<file path="src/rtl/zet_wb_front_back_arbiter_pkg.sv">
// Shared encodings and bus widths for the front/back Wishbone arbiter.
package zet_wb_arb_pkg;

    localparam int unsigned ADR_W = 19;
    localparam int unsigned DAT_W = 16;
    localparam int unsigned SEL_W = 2;

    // State encoding doubles as the gnt_o owner code.
    typedef enum logic [1:0] {
        ARB_IDLE = 2'b00,
        ARB_INS  = 2'b01,
        ARB_DAT  = 2'b10
    } arb_state_e;

endpackage

</file>
<file path="src/rtl/zet_wb_front_back_arbiter_if.sv">
// Bundle of the instruction, data and shared Wishbone signals around the arbiter.
interface zet_wb_front_back_arbiter_if;
    import zet_wb_arb_pkg::*;

    logic [ADR_W-1:0] ins_adr_i;
    logic [SEL_W-1:0] ins_sel_i;
    logic             ins_cyc_i;
    logic             ins_stb_i;
    logic [DAT_W-1:0] ins_dat_o;
    logic             ins_ack_o;

    logic [ADR_W-1:0] dat_adr_i;
    logic [DAT_W-1:0] dat_dat_i;
    logic [SEL_W-1:0] dat_sel_i;
    logic             dat_we_i;
    logic             dat_tga_i;
    logic             dat_cyc_i;
    logic             dat_stb_i;
    logic [DAT_W-1:0] dat_dat_o;
    logic             dat_ack_o;

    logic [ADR_W-1:0] wb_adr_o;
    logic [DAT_W-1:0] wb_dat_o;
    logic [DAT_W-1:0] wb_dat_i;
    logic [SEL_W-1:0] wb_sel_o;
    logic             wb_we_o;
    logic             wb_tga_o;
    logic             wb_cyc_o;
    logic             wb_stb_o;
    logic             wb_ack_i;

    // Arbiter side: it is the master on the shared bus.
    modport master (
        input  ins_adr_i, ins_sel_i, ins_cyc_i, ins_stb_i,
        output ins_dat_o, ins_ack_o,
        input  dat_adr_i, dat_dat_i, dat_sel_i, dat_we_i, dat_tga_i, dat_cyc_i, dat_stb_i,
        output dat_dat_o, dat_ack_o,
        output wb_adr_o, wb_dat_o, wb_sel_o, wb_we_o, wb_tga_o, wb_cyc_o, wb_stb_o,
        input  wb_dat_i, wb_ack_i
    );

    // Environment side: requesters plus the interconnect slave.
    modport slave (
        output ins_adr_i, ins_sel_i, ins_cyc_i, ins_stb_i,
        input  ins_dat_o, ins_ack_o,
        output dat_adr_i, dat_dat_i, dat_sel_i, dat_we_i, dat_tga_i, dat_cyc_i, dat_stb_i,
        input  dat_dat_o, dat_ack_o,
        input  wb_adr_o, wb_dat_o, wb_sel_o, wb_we_o, wb_tga_o, wb_cyc_o, wb_stb_o,
        output wb_dat_i, wb_ack_i
    );

endinterface

</file>
<file path="src/rtl/zet_wb_front_back_arbiter.sv">
// Per-tenure arbiter of one Wishbone bus between instruction prefetch and data masters;
// data has priority, bounded by a starvation counter that guarantees instruction a turn.
module zet_wb_front_back_arbiter
    import zet_wb_arb_pkg::*;
#(
    parameter int unsigned STARVE_LIMIT = 4,
    parameter int unsigned CNT_W        = 3
) (
    input  logic                        clk_i,
    input  logic                        rst_i,
    zet_wb_front_back_arbiter_if.master bus,
    output logic [1:0]                  gnt_o
);

    arb_state_e       state_q, state_d;
    logic [CNT_W-1:0] starve_cnt_q, starve_cnt_d;
    logic             starve_hit;

    assign starve_hit = (STARVE_LIMIT != 0) && (starve_cnt_q == CNT_W'(STARVE_LIMIT));

    function automatic arb_state_e pick(input logic ins_req, input logic dat_req,
                                        input logic hit);
        if (ins_req && dat_req) return hit ? ARB_INS : ARB_DAT;
        if (dat_req)            return ARB_DAT;
        if (ins_req)            return ARB_INS;
        return ARB_IDLE;
    endfunction

    always_ff @(posedge clk_i) begin
        if (rst_i) begin
            state_q      <= ARB_IDLE;
            starve_cnt_q <= '0;
        end else begin
            state_q      <= state_d;
            starve_cnt_q <= starve_cnt_d;
        end
    end

    // Next owner; a releasing owner re-arbitrates in the same edge with its own request masked.
    always_comb begin
        state_d      = state_q;
        starve_cnt_d = starve_cnt_q;
        unique case (state_q)
            ARB_INS: if (!bus.ins_cyc_i) state_d = pick(1'b0, bus.dat_cyc_i, starve_hit);
            ARB_DAT: if (!bus.dat_cyc_i) state_d = pick(bus.ins_cyc_i, 1'b0, starve_hit);
            default: state_d = pick(bus.ins_cyc_i, bus.dat_cyc_i, starve_hit);
        endcase

        if (state_d == ARB_INS && state_q != ARB_INS) begin
            starve_cnt_d = '0;
        end else if (state_d == ARB_DAT && state_q != ARB_DAT && bus.ins_cyc_i) begin
            starve_cnt_d = starve_hit ? starve_cnt_q : starve_cnt_q + CNT_W'(1);
        end else if (state_q == ARB_IDLE && !bus.ins_cyc_i) begin
            starve_cnt_d = '0;
        end
    end

    // Bus mux and ack routing, decoded from the registered owner.
    always_comb begin
        bus.wb_adr_o  = '0;
        bus.wb_dat_o  = '0;
        bus.wb_sel_o  = '0;
        bus.wb_we_o   = 1'b0;
        bus.wb_tga_o  = 1'b0;
        bus.wb_cyc_o  = 1'b0;
        bus.wb_stb_o  = 1'b0;
        bus.ins_ack_o = 1'b0;
        bus.dat_ack_o = 1'b0;
        bus.ins_dat_o = bus.wb_dat_i;
        bus.dat_dat_o = bus.wb_dat_i;
        unique case (state_q)
            ARB_INS: begin
                bus.wb_adr_o  = bus.ins_adr_i;
                bus.wb_sel_o  = bus.ins_sel_i;
                bus.wb_cyc_o  = bus.ins_cyc_i;
                bus.wb_stb_o  = bus.ins_cyc_i & bus.ins_stb_i;
                bus.ins_ack_o = bus.wb_ack_i & bus.ins_stb_i;
            end
            ARB_DAT: begin
                bus.wb_adr_o  = bus.dat_adr_i;
                bus.wb_dat_o  = bus.dat_dat_i;
                bus.wb_sel_o  = bus.dat_sel_i;
                bus.wb_we_o   = bus.dat_we_i;
                bus.wb_tga_o  = bus.dat_tga_i;
                bus.wb_cyc_o  = bus.dat_cyc_i;
                bus.wb_stb_o  = bus.dat_cyc_i & bus.dat_stb_i;
                bus.dat_ack_o = bus.wb_ack_i & bus.dat_stb_i;
            end
            default: ;
        endcase
    end

    assign gnt_o = state_q;

endmodule

</file>
<file path="src/flat_wrapper.sv">
// flat-port wrapper written by rule: the top's interface ports become plain ports
module zet_wb_front_back_arbiter_flat import zet_wb_arb_pkg::*;
#(
    parameter int unsigned STARVE_LIMIT = 4,
    parameter int unsigned CNT_W        = 3
)
  (clk_i, rst_i, gnt_o, bus_ins_adr_i, bus_ins_sel_i, bus_ins_cyc_i, bus_ins_stb_i, bus_ins_dat_o, bus_ins_ack_o, bus_dat_adr_i, bus_dat_dat_i, bus_dat_sel_i, bus_dat_we_i, bus_dat_tga_i, bus_dat_cyc_i, bus_dat_stb_i, bus_dat_dat_o, bus_dat_ack_o, bus_wb_adr_o, bus_wb_dat_o, bus_wb_sel_o, bus_wb_we_o, bus_wb_tga_o, bus_wb_cyc_o, bus_wb_stb_o, bus_wb_dat_i, bus_wb_ack_i);
  zet_wb_front_back_arbiter_if bus_i ();
  input  logic clk_i;
  input  logic rst_i;
  output logic [1:0] gnt_o;
  input wire logic [$bits(bus_i.ins_adr_i)-1:0] bus_ins_adr_i;
  input wire logic [$bits(bus_i.ins_sel_i)-1:0] bus_ins_sel_i;
  input wire logic [$bits(bus_i.ins_cyc_i)-1:0] bus_ins_cyc_i;
  input wire logic [$bits(bus_i.ins_stb_i)-1:0] bus_ins_stb_i;
  output wire logic [$bits(bus_i.ins_dat_o)-1:0] bus_ins_dat_o;
  output wire logic [$bits(bus_i.ins_ack_o)-1:0] bus_ins_ack_o;
  input wire logic [$bits(bus_i.dat_adr_i)-1:0] bus_dat_adr_i;
  input wire logic [$bits(bus_i.dat_dat_i)-1:0] bus_dat_dat_i;
  input wire logic [$bits(bus_i.dat_sel_i)-1:0] bus_dat_sel_i;
  input wire logic [$bits(bus_i.dat_we_i)-1:0] bus_dat_we_i;
  input wire logic [$bits(bus_i.dat_tga_i)-1:0] bus_dat_tga_i;
  input wire logic [$bits(bus_i.dat_cyc_i)-1:0] bus_dat_cyc_i;
  input wire logic [$bits(bus_i.dat_stb_i)-1:0] bus_dat_stb_i;
  output wire logic [$bits(bus_i.dat_dat_o)-1:0] bus_dat_dat_o;
  output wire logic [$bits(bus_i.dat_ack_o)-1:0] bus_dat_ack_o;
  output wire logic [$bits(bus_i.wb_adr_o)-1:0] bus_wb_adr_o;
  output wire logic [$bits(bus_i.wb_dat_o)-1:0] bus_wb_dat_o;
  output wire logic [$bits(bus_i.wb_sel_o)-1:0] bus_wb_sel_o;
  output wire logic [$bits(bus_i.wb_we_o)-1:0] bus_wb_we_o;
  output wire logic [$bits(bus_i.wb_tga_o)-1:0] bus_wb_tga_o;
  output wire logic [$bits(bus_i.wb_cyc_o)-1:0] bus_wb_cyc_o;
  output wire logic [$bits(bus_i.wb_stb_o)-1:0] bus_wb_stb_o;
  input wire logic [$bits(bus_i.wb_dat_i)-1:0] bus_wb_dat_i;
  input wire logic [$bits(bus_i.wb_ack_i)-1:0] bus_wb_ack_i;
  assign bus_i.ins_adr_i = bus_ins_adr_i;
  assign bus_i.ins_sel_i = bus_ins_sel_i;
  assign bus_i.ins_cyc_i = bus_ins_cyc_i;
  assign bus_i.ins_stb_i = bus_ins_stb_i;
  assign bus_ins_dat_o = bus_i.ins_dat_o;
  assign bus_ins_ack_o = bus_i.ins_ack_o;
  assign bus_i.dat_adr_i = bus_dat_adr_i;
  assign bus_i.dat_dat_i = bus_dat_dat_i;
  assign bus_i.dat_sel_i = bus_dat_sel_i;
  assign bus_i.dat_we_i = bus_dat_we_i;
  assign bus_i.dat_tga_i = bus_dat_tga_i;
  assign bus_i.dat_cyc_i = bus_dat_cyc_i;
  assign bus_i.dat_stb_i = bus_dat_stb_i;
  assign bus_dat_dat_o = bus_i.dat_dat_o;
  assign bus_dat_ack_o = bus_i.dat_ack_o;
  assign bus_wb_adr_o = bus_i.wb_adr_o;
  assign bus_wb_dat_o = bus_i.wb_dat_o;
  assign bus_wb_sel_o = bus_i.wb_sel_o;
  assign bus_wb_we_o = bus_i.wb_we_o;
  assign bus_wb_tga_o = bus_i.wb_tga_o;
  assign bus_wb_cyc_o = bus_i.wb_cyc_o;
  assign bus_wb_stb_o = bus_i.wb_stb_o;
  assign bus_i.wb_dat_i = bus_wb_dat_i;
  assign bus_i.wb_ack_i = bus_wb_ack_i;
  zet_wb_front_back_arbiter #(.STARVE_LIMIT(STARVE_LIMIT), .CNT_W(CNT_W)) u_core (.clk_i(clk_i), .rst_i(rst_i), .bus(bus_i), .gnt_o(gnt_o));
endmodule
</file>
<file path="config.mk">
export PLATFORM = sky130hd
export DESIGN_NAME = zet_wb_front_back_arbiter_flat
export DESIGN_NICKNAME = d
export VERILOG_FILES = /design/src/rtl/zet_wb_front_back_arbiter_pkg.sv /design/src/rtl/zet_wb_front_back_arbiter_if.sv /design/src/rtl/zet_wb_front_back_arbiter.sv /design/src/flat_wrapper.sv
export SDC_FILE = /design/constraint.sdc
export NUM_CORES = 1
export LEC_CHECK = 0
export ABC_AREA = 1
export BUFFER_PORTS_ARGS = -buffer_cell sky130_fd_sc_hd__buf_2
export CORE_UTILIZATION = 32
export CTS_BUF_LIST = sky130_fd_sc_hd__clkbuf_2 sky130_fd_sc_hd__clkbuf_4 sky130_fd_sc_hd__clkbuf_8
export CTS_CLUSTER_SIZE = 16
export DETAILED_ROUTE_END_ITERATION = 10
export PLACE_DENSITY_LB_ADDON = 0.05
export SYNTH_ARGS = -nofsm -noshare
export SYNTH_HDL_FRONTEND = slang
export SYNTH_SLANG_ARGS = --single-unit
</file>
<file path="constraint.sdc">
create_clock -name clk_i -period 2 [get_ports clk_i]
set_input_delay 0.2 -clock clk_i [delete_from_list [all_inputs] [get_ports clk_i]]
set_output_delay 0.2 -clock clk_i [all_outputs]
set_load 0.02 [all_outputs]
</file>
==> flow_metrics.env <==
export IMPL_status="completed"
export IMPL_grt_usage=0.179
export IMPL_nets=388
export IMPL_ys_warnings_count=0
export IMPL_worst_setup_path_type="flop to primary output"
export IMPL_cts_tree="yes"
export IMPL_fin_tns_setup_ns=0
export IMPL_slowest_delay_ns=0.37
export IMPL_slowest_stage="dfxtp_1"
export IMPL_rsz0062_at_grt="no"
export IMPL_grt_max_degree=27
export IMPL_diodes=0
export IMPL_antenna_found_initial=0
export IMPL_cp_data_arrival_time_ns=1.62
export IMPL_ys_seq_area_frac=0.0838
export IMPL_multi_input_area_um2=684
export IMPL_fin_crit_sh=0.910
export IMPL_cts_buffers=3
export IMPL_cts_root_buf="clkbuf_8"
export IMPL_area_delta_synth_final_pct=35.4
export IMPL_design_core_area_mm2=0.00347
export IMPL_setup_viol_count_final=0
export IMPL_place_congestion=0.804
export IMPL_via_per_inst=4.31
export IMPL_syn_area_per_cell_um2=5.43
export IMPL_drtIter0Drc=68
export IMPL_tightest_slew_ns=0.200
export IMPL_synthTopCellsByArea="nand2_1, buf_4, inv_1"
export IMPL_synth_cell_types=20
export IMPL_cp_max_fo=15
export IMPL_drive_above_1_share=0.460
export IMPL_dp_hpwl_um=3040
export IMPL_syn_inst=220
export IMPL_first_global_vias=1371
export IMPL_num_vias=1484
export IMPL_regArea_um2=100
export IMPL_dr_pass1_iters=4
export IMPL_port_buffers=111
export IMPL_ant_nets=0
export IMPL_min_period_ns=1.82
export IMPL_initial_core_util=0.345
export IMPL_ioPinCount=160
export IMPL_cp_start_kind="flop"
export IMPL_hold_path_class="input port to flop"
export IMPL_cp_required_ns=1.80
export IMPL_layout_common_cells="buf_2, nand2_1, inv_1"
export IMPL_ys_ff_latch=5
export IMPL_syn_num_nets=309
export IMPL_power_density_mw_per_mm2=527
export IMPL_fmax_mhz=550
export IMPL_cts_num_sinks=5
export IMPL_final_max_slew_viol_count=0
export IMPL_wl_per_cell_um=10.6
export IMPL_final_hold_viol_count=0
export IMPL_yosysTopAreaCell="nand2_1"
export IMPL_syn_area_mm2=0.00119
export IMPL_worstPathCellList="inv_1, ha_1, inv_4, buf_4, a21oi_1, buf_2"
export IMPL_worst_skew_pair_late_latency_ns=0.23
export IMPL_die_h_um=63.1
export IMPL_cts_clk_slew_worst_paths_ns=0.04
export IMPL_routed_wl_um=3650
export IMPL_crit_path_end_kind="primary output"
export IMPL_die_area_mm2=0.00398
export IMPL_final_setup_skew_ns=0.000256
export IMPL_drc_errors=0
export IMPL_p_leak_nw=1.06
export IMPL_htreeDepth=1
export IMPL_grt_first_pass_wirelength_um=5890
export IMPL_vdd_drop_max_uv=342
export IMPL_die_x_um=63.1
export IMPL_slew_headroom=0.867
export IMPL_grt_overflow_total=0
export IMPL_worst_slack_ns=0.181
export IMPL_post_synth_top_area_fraction=0.245
export IMPL_maxCapViolations=0
export IMPL_final_fill_count=406
export IMPL_dp_slack_ns=0.219
export IMPL_layout_commonest_cell="buf_2"
export IMPL_clk_path_buf_depth=2
export IMPL_fp_row_count=21
## final timing paths
check                         start                endpoint  slack (ns)  cells past startpoint
min                           rst_i         u_core.gnt_o[0]        0.18                      2
max reg2reg         u_core.gnt_o[0]  u_core.starve_cnt_q[2]        0.27                     12
min reg2reg  u_core.starve_cnt_q[2]  u_core.starve_cnt_q[2]        0.60                      4
max                 u_core.gnt_o[1]        bus_wb_adr_o[13]        0.18                      6
## per-stage QoR
stage / util / hold slack [ns] / instances / total power [mW] / area (µm²)
2_1_floorplan: - / 0.272 / 220 / 0.556 / 1190
3_3_place_gp: 0.450 / 0.400 / 340 / 0.644 / 1560
3_5_place_dp: 0.450 / 0.400 / 340 / 0.644 / 1560
4_1_cts: 0.464 / 0.174 / 344 / 0.858 / 1610
5_1_grt: 0.466 / 0.172 / 344 / 0.934 / 1620
6_report: 0.466 / 0.177 / 344 / 0.853 / 1620
## cells in the mapped netlist
master / number
nand2_1: 78
buf_4: 33
inv_1: 30
a21oi_1: 22
nand3_1: 10
clkbuf_1: 8
ha_1: 6
nor2_1: 6
dfxtp_1: 5
nand2_2: 5
clkinv_1: 3
inv_2: 3
nor2_2: 3
nand3_2: 2
a21oi_2: 1
and3_1: 1
nand3_4: 1
nor2_4: 1
o21ai_2: 1
xor2_1: 1
## registers in the layout (all words and copies together), names as in the netlist
signal	count
u_core.gnt_o	2
u_core.starve_cnt_q	3
## layer usage
| layer | share of wire | track usage |
|---|---|---|
| met1 | 0.40 | 0.201 |
| met2 | 0.49 | 0.313 |
| met3 | 0.088 | 0.0453 |
| met4 | 0.022 | 0.0814 |
| met5 | 0 | 0 |
## logic make-up after synthesis
logic type | count (synthesis) | synth area share
xor gates and xnor gates | 1 | 0.00733
and+or+nand+nor | 107 | 0.394
buffers and inverters | 77 | 0.346
adders and majority gates | 6 | 0.0628
DFF | 5 | 0.0838
AOI/OAI and AO/OA | 24 | 0.107
## power breakdown
group	internal [mW]	switching [mW]
sequential	0.115	0.0107
clock	0.151	0.0550
combinational	0.192	0.330
total	0.458	0.395
## worst max-delay path: cells and delay by family (launching register included)
kind,cells,cell delay (ns)
fa+ha+maj,1,0.34
compound gates,1,0.13
buf+inv,4,0.55
flops,1,0.37
## area by class of cell
| cell class | count | area share |
|---|---|---|
| clock buffer | 4 | 0.0302 |
| inverter | 36 | 0.0851 |
| multi-input combinational | 138 | 0.423 |
| sequential | 5 | 0.0619 |
| tap | 46 | 0.0356 |
| timing repair buffer | 115 | 0.364 |
## what timing repair did
action,4_1_cts,5_1_grt
hold buffers,0,0
buffers inserted,0,0
setup endpoints to repair,0,27
resized for setup,0,3
Power figures use the tool's default switching activity.
